<file path="config.mk">
export PLATFORM = sky130hd
export DESIGN_NAME = bster_traffic_gen
export DESIGN_NICKNAME = d
export VERILOG_FILES = /design/src/rtl/bster_gen_pkg.sv /design/src/rtl/bster_lfsr.sv /design/src/rtl/bster_traffic_gen.sv
export SDC_FILE = /design/constraint.sdc
export NUM_CORES = 1
export LEC_CHECK = 0
export ABC_CLOCK_PERIOD_IN_PS = 3550
export BUFFER_PORTS_ARGS = -buffer_cell sky130_fd_sc_hd__buf_4
export CAP_MARGIN = 20
export CORE_AREA = 10 10 125 173
export CTS_CLUSTER_DIAMETER = 200
export DETAILED_ROUTE_END_ITERATION = 10
export DIE_AREA = 0 0 135 183
export GPL_TIMING_DRIVEN = 0
export PLACE_DENSITY_LB_ADDON = 0.05
export SETUP_SLACK_MARGIN = 0.5
export SYNTH_ARGS = -nofsm -noshare
export SYNTH_HDL_FRONTEND = slang
export SYNTH_HIERARCHICAL = 1
export SYNTH_SLANG_ARGS = --single-unit
</file>
<file path="constraint.sdc">
create_clock -name aclk -period 3.55 [get_ports aclk]
set_input_delay 0.355 -clock aclk [delete_from_list [all_inputs] [get_ports aclk]]
set_output_delay 0.355 -clock aclk [all_outputs]
set_load 0.01 [all_outputs]
</file>
<file path="src/rtl/bster_gen_pkg.sv">
// rtl/bster_gen_pkg.sv - shared types, field layout and LFSR polynomial for the bster traffic generator
package bster_gen_pkg;

    typedef enum logic [2:0] {
        ST_IDLE     = 3'd0,
        ST_INSERT   = 3'd1,
        ST_SEARCH   = 3'd2,
        ST_WAIT_CPL = 3'd3,
        ST_DONE     = 3'd4
    } state_t;

    typedef enum logic [1:0] {
        MODE_INTERLEAVED = 2'd0,
        MODE_BATCH       = 2'd1,
        MODE_MISS        = 2'd2,
        MODE_RSVD        = 2'd3
    } mode_t;

    // Opcodes understood by the bster engine
    localparam logic [3:0] INSERT_TOKEN = 4'h1;
    localparam logic [3:0] SEARCH_TOKEN = 4'h2;

    // Command word layout: payload at bit 0, token above it, opcode above the token
    localparam int PAYLOAD_LSB  = 0;
    localparam int OPCODE_WIDTH = 4;

    function automatic int token_lsb(int payload_width);
        return payload_width;
    endfunction

    function automatic int opcode_lsb(int payload_width, int token_width);
        return payload_width + token_width;
    endfunction

    // Right-shift Galois form of x^32 + x^22 + x^2 + x + 1
    localparam logic [31:0] LFSR_POLY = 32'h8020_0003;

    function automatic logic [31:0] lfsr_next(logic [31:0] s);
        return s[0] ? ((s >> 1) ^ LFSR_POLY) : (s >> 1);
    endfunction

endpackage

</file>
<file path="src/rtl/bster_lfsr.sv">
// rtl/bster_lfsr.sv - 32-bit Galois LFSR payload source with load and step controls
module bster_lfsr
    import bster_gen_pkg::*;
(
    input  logic        aclk,
    input  logic        aresetn,
    input  logic        load,
    input  logic        step,
    input  logic [31:0] seed,
    output logic [31:0] state
);

    // Load wins over step; an all-zero seed would lock up the register, so it becomes 1
    always_ff @(posedge aclk or negedge aresetn) begin
        if (!aresetn) begin
            state <= '0;
        end else if (load) begin
            state <= (seed == 32'd0) ? 32'd1 : seed;
        end else if (step) begin
            state <= lfsr_next(state);
        end
    end

endmodule

</file>
<file path="src/rtl/bster_traffic_gen.sv">
// rtl/bster_traffic_gen.sv - insert/search command generator with completion checking
module bster_traffic_gen
    import bster_gen_pkg::*;
#(
    parameter int TOKEN_WIDTH   = 8,
    parameter int PAYLOAD_WIDTH = 32,
    parameter int AXI4S_WIDTH   = 128,
    parameter int CNT_WIDTH     = 16,
    parameter int TIMEOUT       = 1024
) (
    input  logic                     aclk,
    input  logic                     aresetn,
    input  logic                     start,
    input  logic [1:0]               mode,
    input  logic [TOKEN_WIDTH-1:0]   base_token,
    input  logic [TOKEN_WIDTH-1:0]   count,
    input  logic [31:0]              seed,
    output logic                     busy,
    output logic                     done,
    output logic                     pass,
    output logic [CNT_WIDTH-1:0]     err_cnt,
    output logic [CNT_WIDTH-1:0]     cpl_cnt,
    output logic                     cmd_tvalid,
    input  logic                     cmd_tready,
    output logic [AXI4S_WIDTH-1:0]   cmd_tdata,
    input  logic                     cpl_tvalid,
    output logic                     cpl_tready,
    input  logic [AXI4S_WIDTH-1:0]   cpl_tdata
);

    localparam int TOK_LSB = token_lsb(PAYLOAD_WIDTH);
    localparam int OP_LSB  = opcode_lsb(PAYLOAD_WIDTH, TOKEN_WIDTH);
    localparam int TMO_W   = $clog2(TIMEOUT + 1);

    state_t                   state_q, state_d;
    mode_t                    mode_q;
    logic [TOKEN_WIDTH-1:0]   base_q, count_q, idx_q, cur_token;
    logic [31:0]              seed_q, lfsr_seed, lfsr_state;
    logic [PAYLOAD_WIDTH-1:0] exp_q, lfsr_payload;
    logic [TMO_W-1:0]         tmo_q;
    logic                     pass_q;
    logic                     cmd_fire, cpl_fire, last_idx, tmo_hit, wait_end, check_bad;
    logic                     lfsr_load, lfsr_step;
    logic                     unused_cpl_bits;

    assign cmd_fire     = cmd_tvalid && cmd_tready;
    assign cpl_fire     = cpl_tvalid && cpl_tready;
    assign last_idx     = (idx_q == count_q - TOKEN_WIDTH'(1));
    assign cur_token    = base_q + idx_q;
    assign lfsr_payload = PAYLOAD_WIDTH'(lfsr_state);
    assign tmo_hit      = (state_q == ST_WAIT_CPL) && !cpl_fire && (tmo_q == TMO_W'(TIMEOUT - 1));
    assign wait_end     = (state_q == ST_WAIT_CPL) && (cpl_fire || tmo_hit);
    assign check_bad    = (mode_q == MODE_MISS)
                        ? !cpl_tdata[AXI4S_WIDTH-1]
                        : (cpl_tdata[AXI4S_WIDTH-1] || (cpl_tdata[PAYLOAD_WIDTH-1:0] != exp_q));
    assign unused_cpl_bits = ^cpl_tdata[AXI4S_WIDTH-2:PAYLOAD_WIDTH];

    // Seed from the port on start, from the latched copy when BATCH rewinds for its search pass
    assign lfsr_load = ((state_q == ST_IDLE) && start)
                     || ((state_q == ST_INSERT) && cmd_fire && (mode_q == MODE_BATCH) && last_idx);
    assign lfsr_seed = (state_q == ST_IDLE) ? seed : seed_q;
    assign lfsr_step = cmd_fire && ((state_q == ST_INSERT)
                     || ((state_q == ST_SEARCH) && (mode_q == MODE_BATCH)));

    bster_lfsr u_lfsr (
        .aclk    (aclk),
        .aresetn (aresetn),
        .load    (lfsr_load),
        .step    (lfsr_step),
        .seed    (lfsr_seed),
        .state   (lfsr_state)
    );

    // State register
    always_ff @(posedge aclk or negedge aresetn) begin
        if (!aresetn) state_q <= ST_IDLE;
        else          state_q <= state_d;
    end

    // Next-state sequencing for the three run modes
    always_comb begin
        state_d = state_q;
        case (state_q)
            ST_IDLE: if (start) state_d = ((count == '0) || (mode == 2'd3)) ? ST_DONE : ST_INSERT;
            ST_INSERT: if (cmd_fire) begin
                if (mode_q == MODE_INTERLEAVED) state_d = ST_SEARCH;
                else if (last_idx)              state_d = ST_SEARCH;
            end
            ST_SEARCH: if (cmd_fire) state_d = ST_WAIT_CPL;
            ST_WAIT_CPL: if (wait_end) begin
                if (mode_q == MODE_INTERLEAVED) state_d = last_idx ? ST_DONE : ST_INSERT;
                else if (mode_q == MODE_BATCH)  state_d = last_idx ? ST_DONE : ST_SEARCH;
                else                            state_d = ST_DONE;
            end
            ST_DONE: state_d = ST_IDLE;
            default: state_d = ST_IDLE;
        endcase
    end

    // Run parameters, token index, expected payload, timeout and status counters
    always_ff @(posedge aclk or negedge aresetn) begin
        if (!aresetn) begin
            mode_q  <= MODE_INTERLEAVED;
            base_q  <= '0;
            count_q <= '0;
            seed_q  <= '0;
            idx_q   <= '0;
            exp_q   <= '0;
            tmo_q   <= '0;
            err_cnt <= '0;
            cpl_cnt <= '0;
            pass_q  <= 1'b0;
        end else begin
            case (state_q)
                ST_IDLE: if (start) begin
                    mode_q  <= mode_t'(mode);
                    base_q  <= base_token;
                    count_q <= count;
                    seed_q  <= seed;
                    idx_q   <= '0;
                    err_cnt <= (mode == 2'd3) ? CNT_WIDTH'(1) : '0;
                    cpl_cnt <= '0;
                end
                ST_INSERT: if (cmd_fire) begin
                    exp_q <= lfsr_payload;
                    if (mode_q != MODE_INTERLEAVED)
                        idx_q <= ((mode_q == MODE_BATCH) && last_idx) ? '0 : idx_q + TOKEN_WIDTH'(1);
                end
                ST_SEARCH: if (cmd_fire) begin
                    tmo_q <= '0;
                    if (mode_q == MODE_BATCH) exp_q <= lfsr_payload;
                end
                ST_WAIT_CPL: begin
                    if (wait_end) idx_q <= idx_q + TOKEN_WIDTH'(1);
                    else          tmo_q <= tmo_q + TMO_W'(1);
                    if (cpl_fire && !(&cpl_cnt)) cpl_cnt <= cpl_cnt + CNT_WIDTH'(1);
                    if (((cpl_fire && check_bad) || tmo_hit) && !(&err_cnt))
                        err_cnt <= err_cnt + CNT_WIDTH'(1);
                end
                ST_DONE: pass_q <= (err_cnt == '0);
                default: ;
            endcase
        end
    end

    // Stream handshakes, command word and status outputs decoded from the state
    always_comb begin
        cmd_tvalid = 1'b0;
        cmd_tdata  = '0;
        cpl_tready = (state_q == ST_WAIT_CPL);
        busy       = (state_q != ST_IDLE);
        done       = (state_q == ST_DONE);
        pass       = pass_q;
        case (state_q)
            ST_INSERT: begin
                cmd_tvalid = 1'b1;
                cmd_tdata[PAYLOAD_LSB +: PAYLOAD_WIDTH] = lfsr_payload;
                cmd_tdata[TOK_LSB +: TOKEN_WIDTH]       = cur_token;
                cmd_tdata[OP_LSB +: OPCODE_WIDTH]       = INSERT_TOKEN;
            end
            ST_SEARCH: begin
                cmd_tvalid = 1'b1;
                cmd_tdata[TOK_LSB +: TOKEN_WIDTH]       = cur_token;
                cmd_tdata[OP_LSB +: OPCODE_WIDTH]       = SEARCH_TOKEN;
            end
            ST_DONE: pass = (err_cnt == '0);
            default: ;
        endcase
    end

endmodule

</file>
==> results of run 1 <==
==> cells by family after synthesis <==
logic type	synth area share [%]
compound gates	8.565
buf+inv	9.794
flops	42.39
other cells	0.03759
mux	10.58
xor+xnor	6.408
fa+ha+maj	1.831
simple gates	20.39
==> per-layer routing <==
metal / GRT usage [%] / vias up / part of all wire [%]
met5: 0 / - / 0
met4: 7.470 / 0 / 1.9
met3: 5.470 / 36 / 6.1
met2: 39.43 / 240 / 52
met1: 25.58 / 3847 / 39
li1: - / 3987 / -
==> power groups by stage <==
| stage | combinational [mW] | clock, mW | sequential [mW] |
|---|---|---|---|
| 5_1_grt | 4.53 | 1.97 | 3.31 |
| 6_report | 4.12 | 1.87 | 3.21 |
| 3_5_place_dp | 4.10 | 0 | 3.25 |
| 2_1_floorplan | 2.86 | 0 | 3.03 |
| 4_1_cts | 4.12 | 1.90 | 3.22 |
| 3_3_place_gp | 4.03 | 0 | 3.22 |
==> synthesized netlist by cell type (2+ instances only) <==
library cell / number / area [um2]
sky130_fd_sc_hd__and3_1: 9 / 56.30
sky130_fd_sc_hd__o21ai_0: 53 / 265.3
sky130_fd_sc_hd__nand4_1: 13 / 81.33
sky130_fd_sc_hd__nor3_1: 15 / 75.07
sky130_fd_sc_hd__o31ai_1: 4 / 30.03
sky130_fd_sc_hd__inv_1: 20 / 75.07
sky130_fd_sc_hd__nand3_1: 24 / 120.1
sky130_fd_sc_hd__ha_1: 13 / 162.7
sky130_fd_sc_hd__mux2_1: 9 / 101.4
sky130_fd_sc_hd__clkbuf_1: 26 / 97.59
sky130_fd_sc_hd__xnor2_1: 23 / 201.4
sky130_fd_sc_hd__nand3b_1: 2 / 15.01
sky130_fd_sc_hd__nand2_1: 211 / 792.0
sky130_fd_sc_hd__a22o_1: 3 / 26.28
sky130_fd_sc_hd__a211oi_1: 5 / 37.54
sky130_fd_sc_hd__buf_1: 3 / 11.26
sky130_fd_sc_hd__a21o_1: 3 / 22.52
sky130_fd_sc_hd__nand2b_1: 3 / 18.77
sky130_fd_sc_hd__buf_4: 87 / 653.1
sky130_fd_sc_hd__o21ai_1: 8 / 40.04
sky130_fd_sc_hd__and4_1: 2 / 17.52
sky130_fd_sc_hd__a21oi_1: 26 / 130.1
sky130_fd_sc_hd__a2111oi_0: 5 / 43.79
sky130_fd_sc_hd__buf_6: 6 / 67.56
sky130_fd_sc_hd__nand4b_1: 2 / 17.52
sky130_fd_sc_hd__o211ai_1: 2 / 15.01
sky130_fd_sc_hd__and2_1: 36 / 225.2
sky130_fd_sc_hd__buf_2: 10 / 50.05
sky130_fd_sc_hd__nor2_1: 39 / 146.4
sky130_fd_sc_hd__o21a_1: 4 / 30.03
sky130_fd_sc_hd__nor2b_1: 9 / 56.30
sky130_fd_sc_hd__dfrtp_1: 169 / 4229
sky130_fd_sc_hd__or3_1: 11 / 68.82
sky130_fd_sc_hd__nor4_2: 5 / 62.56
sky130_fd_sc_hd__a311oi_1: 2 / 17.52
sky130_fd_sc_hd__mux2_2: 55 / 619.3
sky130_fd_sc_hd__or4_1: 4 / 30.03
sky130_fd_sc_hd__o21bai_1: 3 / 22.52
sky130_fd_sc_hd__mux2i_1: 32 / 320.3
sky130_fd_sc_hd__xor2_1: 50 / 437.9
sky130_fd_sc_hd__inv_2: 2 / 7.510
sky130_fd_sc_hd__nor4_1: 19 / 118.9
==> per-stage QoR <==
step | cells | power (mW) | hold slack [ns] | setup WS, ns
after floorplan | 1143 | 5.891 | 0.05941 | 1.097
after global placement | 1553 | 7.247 | 0.4536 | 0.6182
after detailed placement | 1554 | 7.341 | 0.2878 | 0.5876
after CTS | 1587 | 9.239 | 0.1014 | 0.5374
after global routing | 1588 | 9.814 | 0.1158 | 0.5300
final | 1588 | 9.198 | 0.1180 | 0.6614
==> cell type report <==
type / instances / area (um2)
buffer: 133 / 900.9
sequential: 169 / 4230
clock buffer: 19 / 442.9
clock inverter: 13 / 145.1
fill: 1552 / 5873
multi-input combinational: 819 / 5102
tap: 244 / 305.3
timing repair buffer: 169 / 1299
inverter: 22 / 82.58
==> what timing repair did <==
item                                    CTS  global route
endpoints found under the hold margin    50             0
hold buffers                              1             0
pin swaps                                 0             2
endpoints found under the setup margin    1            36
resized for setup                         2            13
setup buffers                             0             1
==> worst max path at each step <==
stage / from / end / slack, ns / cells after the start
floorplan: count_q[2] / u_lfsr/state[10] / 1.10 / 10
global placement: count_q[2] / u_lfsr/state[13] / 0.62 / 9
detailed placement: count_q[0] / u_lfsr/state[3] / 0.59 / 11
CTS: idx_q[1] / cmd_tdata[39] / 0.54 / 8
global route: count_q[2] / u_lfsr/state[20] / 0.53 / 9
finish: count_q[2] / u_lfsr/state[20] / 0.66 / 9
==> worst reg2reg max path, cell delays in order, from the launching register on <==
cell	delay, ns
sky130_fd_sc_hd__dfrtp_1	0.37
sky130_fd_sc_hd__buf_6	0.13
sky130_fd_sc_hd__nor4_2	0.35
sky130_fd_sc_hd__and3_2	0.24
sky130_fd_sc_hd__o2111ai_2	0.15
sky130_fd_sc_hd__nor4_4	0.38
sky130_fd_sc_hd__a41o_2	0.34
sky130_fd_sc_hd__buf_2	0.27
sky130_fd_sc_hd__clkbuf_1	0.35
sky130_fd_sc_hd__o21ai_0	0.17
==> sequential cells by signal, indices dropped and copies added (netlist names) <==
name	flops
base_q	8
count_q	8
cpl_cnt	16
err_cnt	16
exp_q	32
idx_q	8
mode_q	2
pass_q	1
seed_q	32
state_q	3
tmo_q	11
u_lfsr/state	32
==> impl.org, run 1 <==
** Status
- The run finished with clean final reports.

** GRT
- Total grt overflow :: 0
- Global routing used 22.27% of the available tracks.
- The first global-routing pass estimated 43700 um of wire.
- The via count of the first global-routing pass came to 8149.
- The initial antenna violation count came to 0.
- Maximum number of pins on one net before global-route repair :: 120

** Timing
- Final number of max-transition violations :: 0
- Final clock skew :: 0.01033 ns
- Slew at the pin with the worst max-slew slack :: 0.7669 ns
- Based on the critical path, the design can be clocked at up to ~350 MHz.
- The count of endpoints failing hold in the final timing report is 0.
- The routed design could run at a clock period as short as 2.889 ns.
- Worst rel slew slack :: 48.53%
- In the final timing run, aggregate negative setup slack is 0 ns.
- The final critical path takes up 81.37% of the cycle.
- Final setup vio count :: 0
- Setup repair after global routing missed its margin :: false

** Min path
- Hold Path Class :: in2reg
- Hold path cells :: 3
- Hold_sp :: base_token[4]
- Worst-case hold path end point :: base_q[4]

** Finish
- Relative area change from synthesis to final layout :: 25.37%
- After the last flow step, the layout net total stands at 1528.
- Of the cells placed in the final design, the portion with a size suffix greater than 1 is 29.02%.
- The finished cells cover roughly 13000 um2.
- Commonest non-fill, non-tap cell in the layout :: sky130_fd_sc_hd__buf_4
- The library cells used most frequently in the layout, excluding fill and tap cells, are sky130_fd_sc_hd__buf_4 (253), sky130_fd_sc_hd__nand2_1 (211), sky130_fd_sc_hd__dfrtp_1 (168).
- Core Util, Final :: around 68%
- The number of antenna diodes in the final layout is 0.

** Synth
- Warning count from the yosys run :: 6
- Synthesis inferred 169 register bits.
- Post-Syn Area :: 9977 um2
- For this run, the leading register cell type out of synthesis is sky130_fd_sc_hd__dfrtp_1.
- Synthesis instantiated between 70 and 80 different standard cells from the library.
- Cells after Synth :: between 1000 and 1500
- Number of flops mapped to enable cells by yosys :: 0
- Share of synthesized registers carrying an async set or reset :: 100.0%
- Syn avg cell area :: 9.430 um2
- Sequential area share after synthesis :: a little over two fifths

** Drt
- The first TritonRoute pass finished after 6 iterations.
- The detailed router finished its first iteration with roughly 540 violations.
- Vias per cell :: 5.107
- DRC viols :: 0
- Dividing the detail-routed wire length by the instance count gives 17.74 um.
- Sum of routed wire length over all layers :: about 28000 um
- The detail route stage leaves a number of antenna-violating nets equal to 0.
- Total via count after detailed routing :: 8110

** Pwr
- Proportion of power drawn by flip-flops and latches :: a little over a third
- Internal power contribution :: 5.519 mW
- Summed over all nets, the switching power comes to 3.679 mW.
- PD cells :: 735.4 nW/um2
- In this run, the clock network consumes 20.3% of the power.
- Switching share of power :: 40.00%
- Leak pwr :: 6.201 nW
- The worst-case IR drop observed on VDD is 391.7 uV.
- Combinational fraction of design power :: 44.8%

** Critical path
- Maximum fanout encountered on the critical timing path :: 10
- Critical path type :: reg2reg
- Series of cell instances along the critical path :: buf_6 > nor4_2 > and3_2 > o2111ai_2 > nor4_4 > a41o_2 > buf_2 > clkbuf_1 > o21ai_0
- The largest single stage delay on the critical path is 0.38 ns.
- Reg-to-reg endpoint :: u_lfsr/state[20]
- Data arrival time of the critical path :: around 3.2 ns
- CP Launch Type :: flop
- On the critical path, the stage with the largest delay is an instance of sky130_fd_sc_hd__nor4_4.
- Buffering stage count on the worst path with inverters included :: 3
- Top cell family by delay on the critical path :: simple AND/OR/NAND/NOR gates
- Critical R2R Launch :: count_q[2]
- Flop-to-flop setup slack :: 0.66 ns
- Required time of the critical path :: 3.83 ns
- The worst setup path is captured at a flop.
- Counting cells, the worst reg-to-reg path comes to 9.

** Floorplan
- The floorplan step defined a die boundary enclosing between 20000 and 25000 um2.
- Core outline area :: 18380 um2
- The floorplan has 59 rows.
- The die is 183 um tall.
- In this run the count of I/O pins placed on the die edge is 348.
- Starting density of the core :: 54.28%
- Measured along the x axis, the die boundary spans 135 um.

** Clocking
- Number of buffers added by the clock tree synthesis step :: 17
- Clock transition at the registers of the reported paths :: around 0.060 ns
- At the later pin of the worst-skew pair, clock insertion delay measures between 0.4 and 0.5 ns.
- The root buffer cell chosen for the clock tree is sky130_fd_sc_hd__clkbuf_16.
- For this design, the sink count on the clock tree is 169.
- Largest buffer count on any clock path :: 2
- TritonCTS built the clock tree.
- H-Tree Level Count :: 4

** Placement
- Port buffer count :: ~170
- Post-detailed-placement cell area :: approximately 12000 um2
- Hpwl dp :: 22020 um
- Final weighted congestion in routability-driven placement :: 0.9013

** Flow run
- Max-cap check violation count :: 0
Power figures use the tool's default switching activity.
==> inputs of run 2 (changes only) <==
ABC_CLOCK_PERIOD_IN_PS = 3000   (was 3550)
CORE_AREA = 10 10 130 179   (was 10 10 125 173)
DIE_AREA = 0 0 140 189   (was 0 0 135 183)
clock period = 3 ns   (was 3.55 ns; I/O delays follow)
==> run 2 against run 1 <==
- via count is 0.46% higher
- critical path depth down 1
- die area increased by 7.1%
- critical path type is now reg2out
- critical endpoint is now cmd_tdata[39]
==> impl.org, run 2 (synthesis results as in run 1) <==
** Status
- Run status :: finished, final reports clean

** Finish
- After routing the design area is 12760 um2.
- The largest registers in the layout are exp_q: 32 flops, seed_q: 32 flops, u_lfsr/state: 32 flops.
- Cell Count, Final, Fillers Out :: 1605
- Most frequent cells in the layout :: sky130_fd_sc_hd__buf_4 (263), sky130_fd_sc_hd__nand2_1 (210), sky130_fd_sc_hd__dfrtp_1 (166)
- Share of post-route cells with drive strength above 1 :: a little under a third
- Final net count :: 1537
- Compared with the post-synthesis result, the final layout area differs by 27.92%.
- Final antenna diode count :: 0
- Commonest non-fill, non-tap cell in the layout :: sky130_fd_sc_hd__buf_4
- The layout has approximately 1700 filler cells.

** Clocking
- Number of buffers added by the clock tree synthesis step :: 17
- The clock passes through at most 2 buffers.
- Clock-pin slew was measured on the worst setup and hold paths at 0.07 ns.
- Clock tree sinks :: 169
- Clock latency on the worst-skew pair :: 0.43 ns
- Clock tree from TritonCTS :: yes
- H-Tree Level Count :: 4
- The root buffer cell chosen for the clock tree is sky130_fd_sc_hd__clkbuf_16.

** Pwr
- Switching share of power :: 39.88%
- Switching Power :: 4.451 mW
- Of the total power, registers draw 34.0%.
- In this run the static leakage power is 6.293 nW.
- PD cells :: 874.5 nW/um2
- Internal power comes to 6.710 mW.
- Maximum VDD drop :: 468.3 uV
- Combinational logic burns between 40 and 50% of the power.
- Clock group share of total power :: 19.8%

** Drt
- The first TritonRoute pass finished after 4 iterations.
- For this block, the via count after detailed routing is 8147.
- Wires add up to 28910 um.
- In the routed layout, each cell is associated on average with a via count of 5.076.
- Per-cell routed wire length :: 18.01 um
- Remaining number of nets flagged by the antenna check after routing :: 0
- After the first detailed-routing iteration, the DRC count stood at about 570.
- In the routed design, unresolved DRC markers number 0.

** Timing
- Slew at the pin with the worst max-slew slack :: 0.7869 ns
- Setup WS post-layout :: 0.3497 ns
- In the finished design, the share of the clock period the worst path needs comes to between 80% and 90%.
- Final hold slack :: around 0.057 ns
- Between clock sinks in the finished design, the worst skew comes to 0.008738 ns.
- For the finished layout, the period the worst path requires is 2.650 ns.
- Setup repair after global routing could not meet its margin everywhere.
- Final number of max-transition violations :: 0
- Setup Total Neg Slack :: 0 ns
- FMAX :: between 300 and 400 MHz
- Headroom to the max-slew limit came out at between 40% and 50%.
- Endpoints failing hold :: 0
- Setup violations remaining at the end of the flow were counted as 0.

** Min path
- Counting instances, the worst hold path has a depth of 3.
- The path class of the tightest hold or removal check is in2reg.

** Critical path
- Required time of the critical path :: 2.70 ns
- CP Launch Type :: flop
- Counting both buffers and inverters, the worst setup path holds a total of 1.
- For the worst flop-to-flop path, the logic depth is 8.
- Critical path type :: reg2out
- Series of cell instances along the critical path :: ha_1 > a21o_1 > a21oi_2 > o21bai_2 > a2111oi_4 > nor3_1 > o21a_1 > buf_4
- STA puts the critical path data arrival time at 2.35 ns.
- Top cell family by delay on the critical path :: compound AO/OA/AOI/OAI gates
- Cell with the largest stage delay on the worst path :: sky130_fd_sc_hd__dfrtp_2
- Number of gates on the worst path with buffers counted :: 8
- Maximum fanout encountered on the critical timing path :: 2
- In this design, the stage delay of the slowest critical-path cell is 0.42 ns.
- STA classifies the critical path endpoint as an output port.

** Placement
- Summed over all nets, the half-perimeter wirelength after detailed placement is between 20000 and 25000 um.
- After detailed placement, the total cell area comes to 11890 um2.
- Before CTS, the worst setup slack after placement is roughly 0.0038 ns.
- After detailed placement, the design holds a cell count of 1562.
- Final weighted congestion in routability-driven placement :: 0.8660
- Port buffer count :: approximately 170

** Floorplan
- For this configuration, the core starts out at a cell density of 50.28%.
- The floorplan has 61 rows.
- Ports placed on the boundary :: 348
- Measured along the x axis, the die boundary spans 140 um.
- Core outline area :: just under 20000 um2
- The die is between 150 and 200 um tall.
- DIE AREA :: around 26000 um2

** GRT
- Via count of the first global-routing pass :: 8315
- The first global-routing pass estimated 45040 um of wire.
- Global routing finished with a remaining overflow of 0.
- Antenna violations before repair :: 0
- Total routing usage reported by global routing :: 21.20%
- Maximum number of pins on one net before global-route repair :: 116

** Flow run
- Max-cap check violation count :: 0
[run 2: worst register-to-register path, delay by kind of cell, from the launching register on]
kind	cells	cell delay [ns]
flip-flops	1	0.38
multiplexers	1	0.33
XOR/XNOR	1	0.17
buffers and inverters	2	0.31
AO/OA/AOI/OAI	1	0.41
AND/OR/NAND/NOR	3	0.69
[run 2: power by group through the flow]
stage	combinational [mW]	sequential [mW]	clock, mW
final	5.16	3.80	2.21
after global routing	5.70	3.90	2.34
after CTS	5.08	3.79	2.25
after detailed placement	4.88	3.83	0
after global placement	4.79	3.81	0
after floorplan	3.38	3.59	0
[run 2: worst paths after layout]
path,from,endpoint,slack (ns)
setup / recovery,idx_q[1],cmd_tdata[39],0.35
hold / removal,base_token[0],base_q[0],0.06
setup reg to reg,count_q[2],state_q[0],0.59
hold reg to reg,seed_q[9],seed_q[9],0.47
max in group asynchronous,aresetn,tmo_q[9],1.67
min in group asynchronous,aresetn,base_q[1],0.38
[run 2: layer usage]
layer  share of wire (%)  global-route usage, %
met3                 5.5                  5.034
met1                  40                  24.15
met2                  53                  38.18
met4                 1.9                  6.409
met5                   0                      0
[run 2: layout make-up]
| type | count | area (um2) | area share (%) |
|---|---|---|---|
| Inverter | 22 | 82.58 | 0.6471 |
| Timing Repair Buffer | 178 | 1379 | 10.80 |
| Clock inverter | 13 | 146.4 | 1.147 |
| Multi-Input combinational cell | 819 | 5214 | 40.85 |
| Buffer | 133 | 949.7 | 7.441 |
| Tap cell | 252 | 315.3 | 2.471 |
| Sequential cell | 169 | 4233 | 33.17 |
| Clock buffer | 19 | 442.9 | 3.471 |
[run 2: what timing repair did]
| item | in CTS | in global routing |
|---|---|---|
| setup buffers | 8 | 2 |
| hold endpoints to repair | 54 | 0 |
| pin swaps | 7 | 3 |
| hold buffers | 1 | 0 |
| endpoints found under the setup margin | 93 | 70 |
| gates resized for setup | 31 | 32 |
[run 2: through the flow]
step	util (%)	total power [mW]
after floorplan	-	6.971
after global placement	59.75	8.599
after detailed placement	59.93	8.705
after CTS	63.78	11.12
after global routing	64.31	11.94
final	64.31	11.16
==> inputs of run 3 (changes only) <==
PLACE_DENSITY = 0.8   (was default)
PLACE_DENSITY_LB_ADDON = default   (was 0.05)
SLEW_MARGIN = 40   (was default)
==> run 3 against run 2 <==
- design area is 1.5% higher
- first-iteration DRC count grew 21%
- clock power up 9%
- combinational power is 3% higher
- total power grew 3.6%
- largest power group unchanged
- highest routed layer unchanged
==> impl.org, run 3 (synthesis results as in run 1) <==
** Finish
- 0 antenna diodes ended up in the layout.
- Of the cells placed in the final design, the portion with a size suffix greater than 1 is 32.23%.
- For this run, the post-layout net count is 1546.
- Final-layout fill cell count :: 1624
- Summing all non-filler instances in the final layout gives an area of 12950 um2.
- Leading registers by flop count :: exp_q: 32 flops, seed_q: 32 flops, u_lfsr/state: 32 flops
- The library cell used most frequently in the layout, excluding fill and tap cells, is sky130_fd_sc_hd__buf_4.
- Relative area change from synthesis to final layout :: 29.81%
- Sequential cell area :: 4233 um2
- The multi-input combinational cells in the finished layout cover a total of approximately 5200 um2.
- Most frequent cells in the layout :: sky130_fd_sc_hd__buf_4 (267), sky130_fd_sc_hd__nand2_1 (210), sky130_fd_sc_hd__dfrtp_1 (166)
- Core Util, Final :: 65.26%

** Timing
- Setup violations remaining at the end of the flow were counted as 0.
- The clock period could shrink to 2.610 ns.
- The final number of max-transition violations was 0.
- Setup repair after global routing missed its margin :: true
- Dividing the final minimum period by the clock period gives a little under 90%.
- Slew at the pin with the worst max-slew slack :: 0.6019 ns
- Hold timing on the final database bottoms out at a slack of between 0.05 and 0.06 ns.
- Setup Total Neg Slack :: 0 ns
- Final clock skew :: 0.01134 ns
- Static timing analysis puts the maximum clock frequency at 383.1 MHz.
- The count of endpoints failing hold in the final timing report was 0.
- The worst pin sits at a relative slew slack of about three fifths.

** Clocking
- Number of buffers added by the clock tree synthesis step :: 17
- The tree is rooted in a sky130_fd_sc_hd__clkbuf_16.
- Largest buffer count on any clock path :: 2
- After clock tree synthesis, the clock-pin slew on the worst setup and hold paths is 0.07 ns.
- CTS saw 169 sinks.
- TritonCTS built the clock tree.
- At the later pin of the worst-skew pair, clock insertion delay measures 0.44 ns.
- CTS built an H-tree with a depth of 4.

** Floorplan
- Y dimension of the die :: between 150 and 200 um
- Core outline area :: 19840 um2
- During I/O placement, the number of pins put on the boundary was 348.
- Starting density of the core :: 50.28%
- The floorplan step set the die width to 140 um.
- The floorplan has between 60 and 70 rows.
- DIE AREA :: 26460 um2

** Drt
- Highest layer used for signal routing :: met4
- Remaining number of nets flagged by the antenna check after routing :: 0
- Sum of met3 wire segment lengths after detailed routing :: approximately 1800 um
- The final layout contains routed wiring with a total length of 29690 um.
- Vias per cell :: ~5.3
- The detailed router finished its first iteration with 690 violations.
- After detailed routing, the met2 layer carries between 15000 and 20000 um of wire.
- For this block, wires on met1 add up to 11140 um.
- Per-cell routed wire length :: 18.40 um
- Total via count after detailed routing :: 8502
- The pre-antenna-repair detailed-routing pass consisted of 5 iterations.
- In the routed design, unresolved DRC markers number 0.

** Critical path
- Traced cell by cell, the critical path runs through ha_4 > a21o_1 > a21oi_2 > o21bai_2 > a2111oi_4 > nor3_1 > o21a_1 > buf_4.
- Together, buffers and inverters on the worst path number 1.
- CP max stage delay :: 0.44 ns
- Cell with the largest stage delay on the worst path :: sky130_fd_sc_hd__dfrtp_2
- Along the worst path, the maximum fanout reaches 2.
- Grouping stages by cell kind, the critical path spends the most delay in compound AO/OA/AOI/OAI gates.
- STA puts the critical path data required time at 2.70 ns.
- The worst setup path is launched from a flop.
- The worst setup path is captured at an output port.
- Critical path type :: reg2out
- Data arrival time of the critical path :: 2.31 ns

** Pwr
- PD cells :: a little under 900 nW/um2
- Summed over all cells, the static leakage comes to 6.389 nW.
- Maximum VDD drop :: 511.2 uV
- Design Power :: ~12 mW

** Placement
- Post-detailed-placement cell area :: 11920 um2
- Detailed placement ended at an HPWL of 22220 um.
- Final weighted congestion in routability-driven placement :: 0.9300
- Port buffer count :: 166

** GRT
- Global-route wire length before repair :: roughly 46000 um
- Maximum number of pins on one net before global-route repair :: between 70 and 80
- The via count of the first global-routing pass was between 8000 and 9000.
- After global routing the overflow that remains totals 0.
- Antenna violations before repair :: 0
- Total routing usage reported by global routing :: 21.72%

** Min path
- The worst hold path belongs to the class in2reg.

** Flow run
- Across the run, the number of max-cap violations was 0.

** Status
- The run finished with clean final reports.
[run 3: cell count changes in the layout (fill, tap and decap cells not counted), moves of 3 or more]
cell                       before  now
sky130_fd_sc_hd__buf_4        263  267
sky130_fd_sc_hd__clkbuf_4       1    4
sky130_fd_sc_hd__buf_6         11   16
sky130_fd_sc_hd__nor4_1        18   15
[run 3: repair_timing]
item                       CTS  global route
resized for setup           33            46
setup endpoints to repair   91            74
buffers inserted            17             1
pin swaps                   10             7
hold endpoints to repair    42             0
hold buffers                 1             0
[run 3: through the flow]
stage | setup WS (ns) | instances
3_3_place_gp | 0.09568 | 1561
6_report | 0.3899 | 1614
4_1_cts | 0.3716 | 1613
3_5_place_dp | 0.03299 | 1563
5_1_grt | 0.2817 | 1614
2_1_floorplan | 0.5471 | 1143
[run 3: final timing paths]
| check | start | endpoint | slack, ns | depth (start not counted) |
|---|---|---|---|---|
| worst max-delay path | idx_q[1] | cmd_tdata[39] | 0.39 | 8 |
| worst min-delay path | seed[2] | seed_q[2] | 0.06 | 3 |
| worst max register to register | state_q[2] | u_lfsr/state[8] | 0.59 | 11 |
| worst min register to register | seed_q[5] | seed_q[5] | 0.47 | 2 |
| max in group asynchronous | aresetn | state_q[2] | 1.95 | 3 |
| min in group asynchronous | aresetn | cpl_cnt[3] | 0.35 | 2 |
[run 3: routing by layer]
metal  up-vias  global-route usage, %
li1       4030                      -
met1      4073                  23.83
met2       326                  38.87
met3        73                  5.284
met4         0                  9.196
met5         -                      0
[run 3: worst register-to-register path: stages (launching register included)]
cell,delay [ns]
sky130_fd_sc_hd__dfrtp_2,0.48
sky130_fd_sc_hd__nor2b_1,0.20
sky130_fd_sc_hd__and2_1,0.14
sky130_fd_sc_hd__clkbuf_2,0.17
sky130_fd_sc_hd__a21o_1,0.14
sky130_fd_sc_hd__nand2_2,0.14
sky130_fd_sc_hd__buf_4,0.23
sky130_fd_sc_hd__inv_1,0.09
sky130_fd_sc_hd__buf_6,0.14
sky130_fd_sc_hd__buf_6,0.19
sky130_fd_sc_hd__mux2i_1,0.24
sky130_fd_sc_hd__o21ai_0,0.11
[run 3: area by class of cell]
| cell class | count | area share (%) |
|---|---|---|
| clock inverters | 15 | 1.652 |
| inverters | 22 | 0.6376 |
| repair buffers | 187 | 11.40 |
| plain buffers | 133 | 7.381 |
| multi-input cells | 819 | 40.53 |
| well taps | 252 | 2.435 |
| flip-flops and latches | 169 | 32.68 |
| clock buffers | 17 | 3.285 |
[run 3: power breakdown]
| group | total [mW] | switching [mW] | internal (mW) |
|---|---|---|---|
| logic | 5.33 | 2.89 | 2.44 |
| registers | 3.82 | 0.736 | 3.09 |
| clock network | 2.41 | 0.997 | 1.41 |
| total | 11.6 | 4.62 | 6.94 |
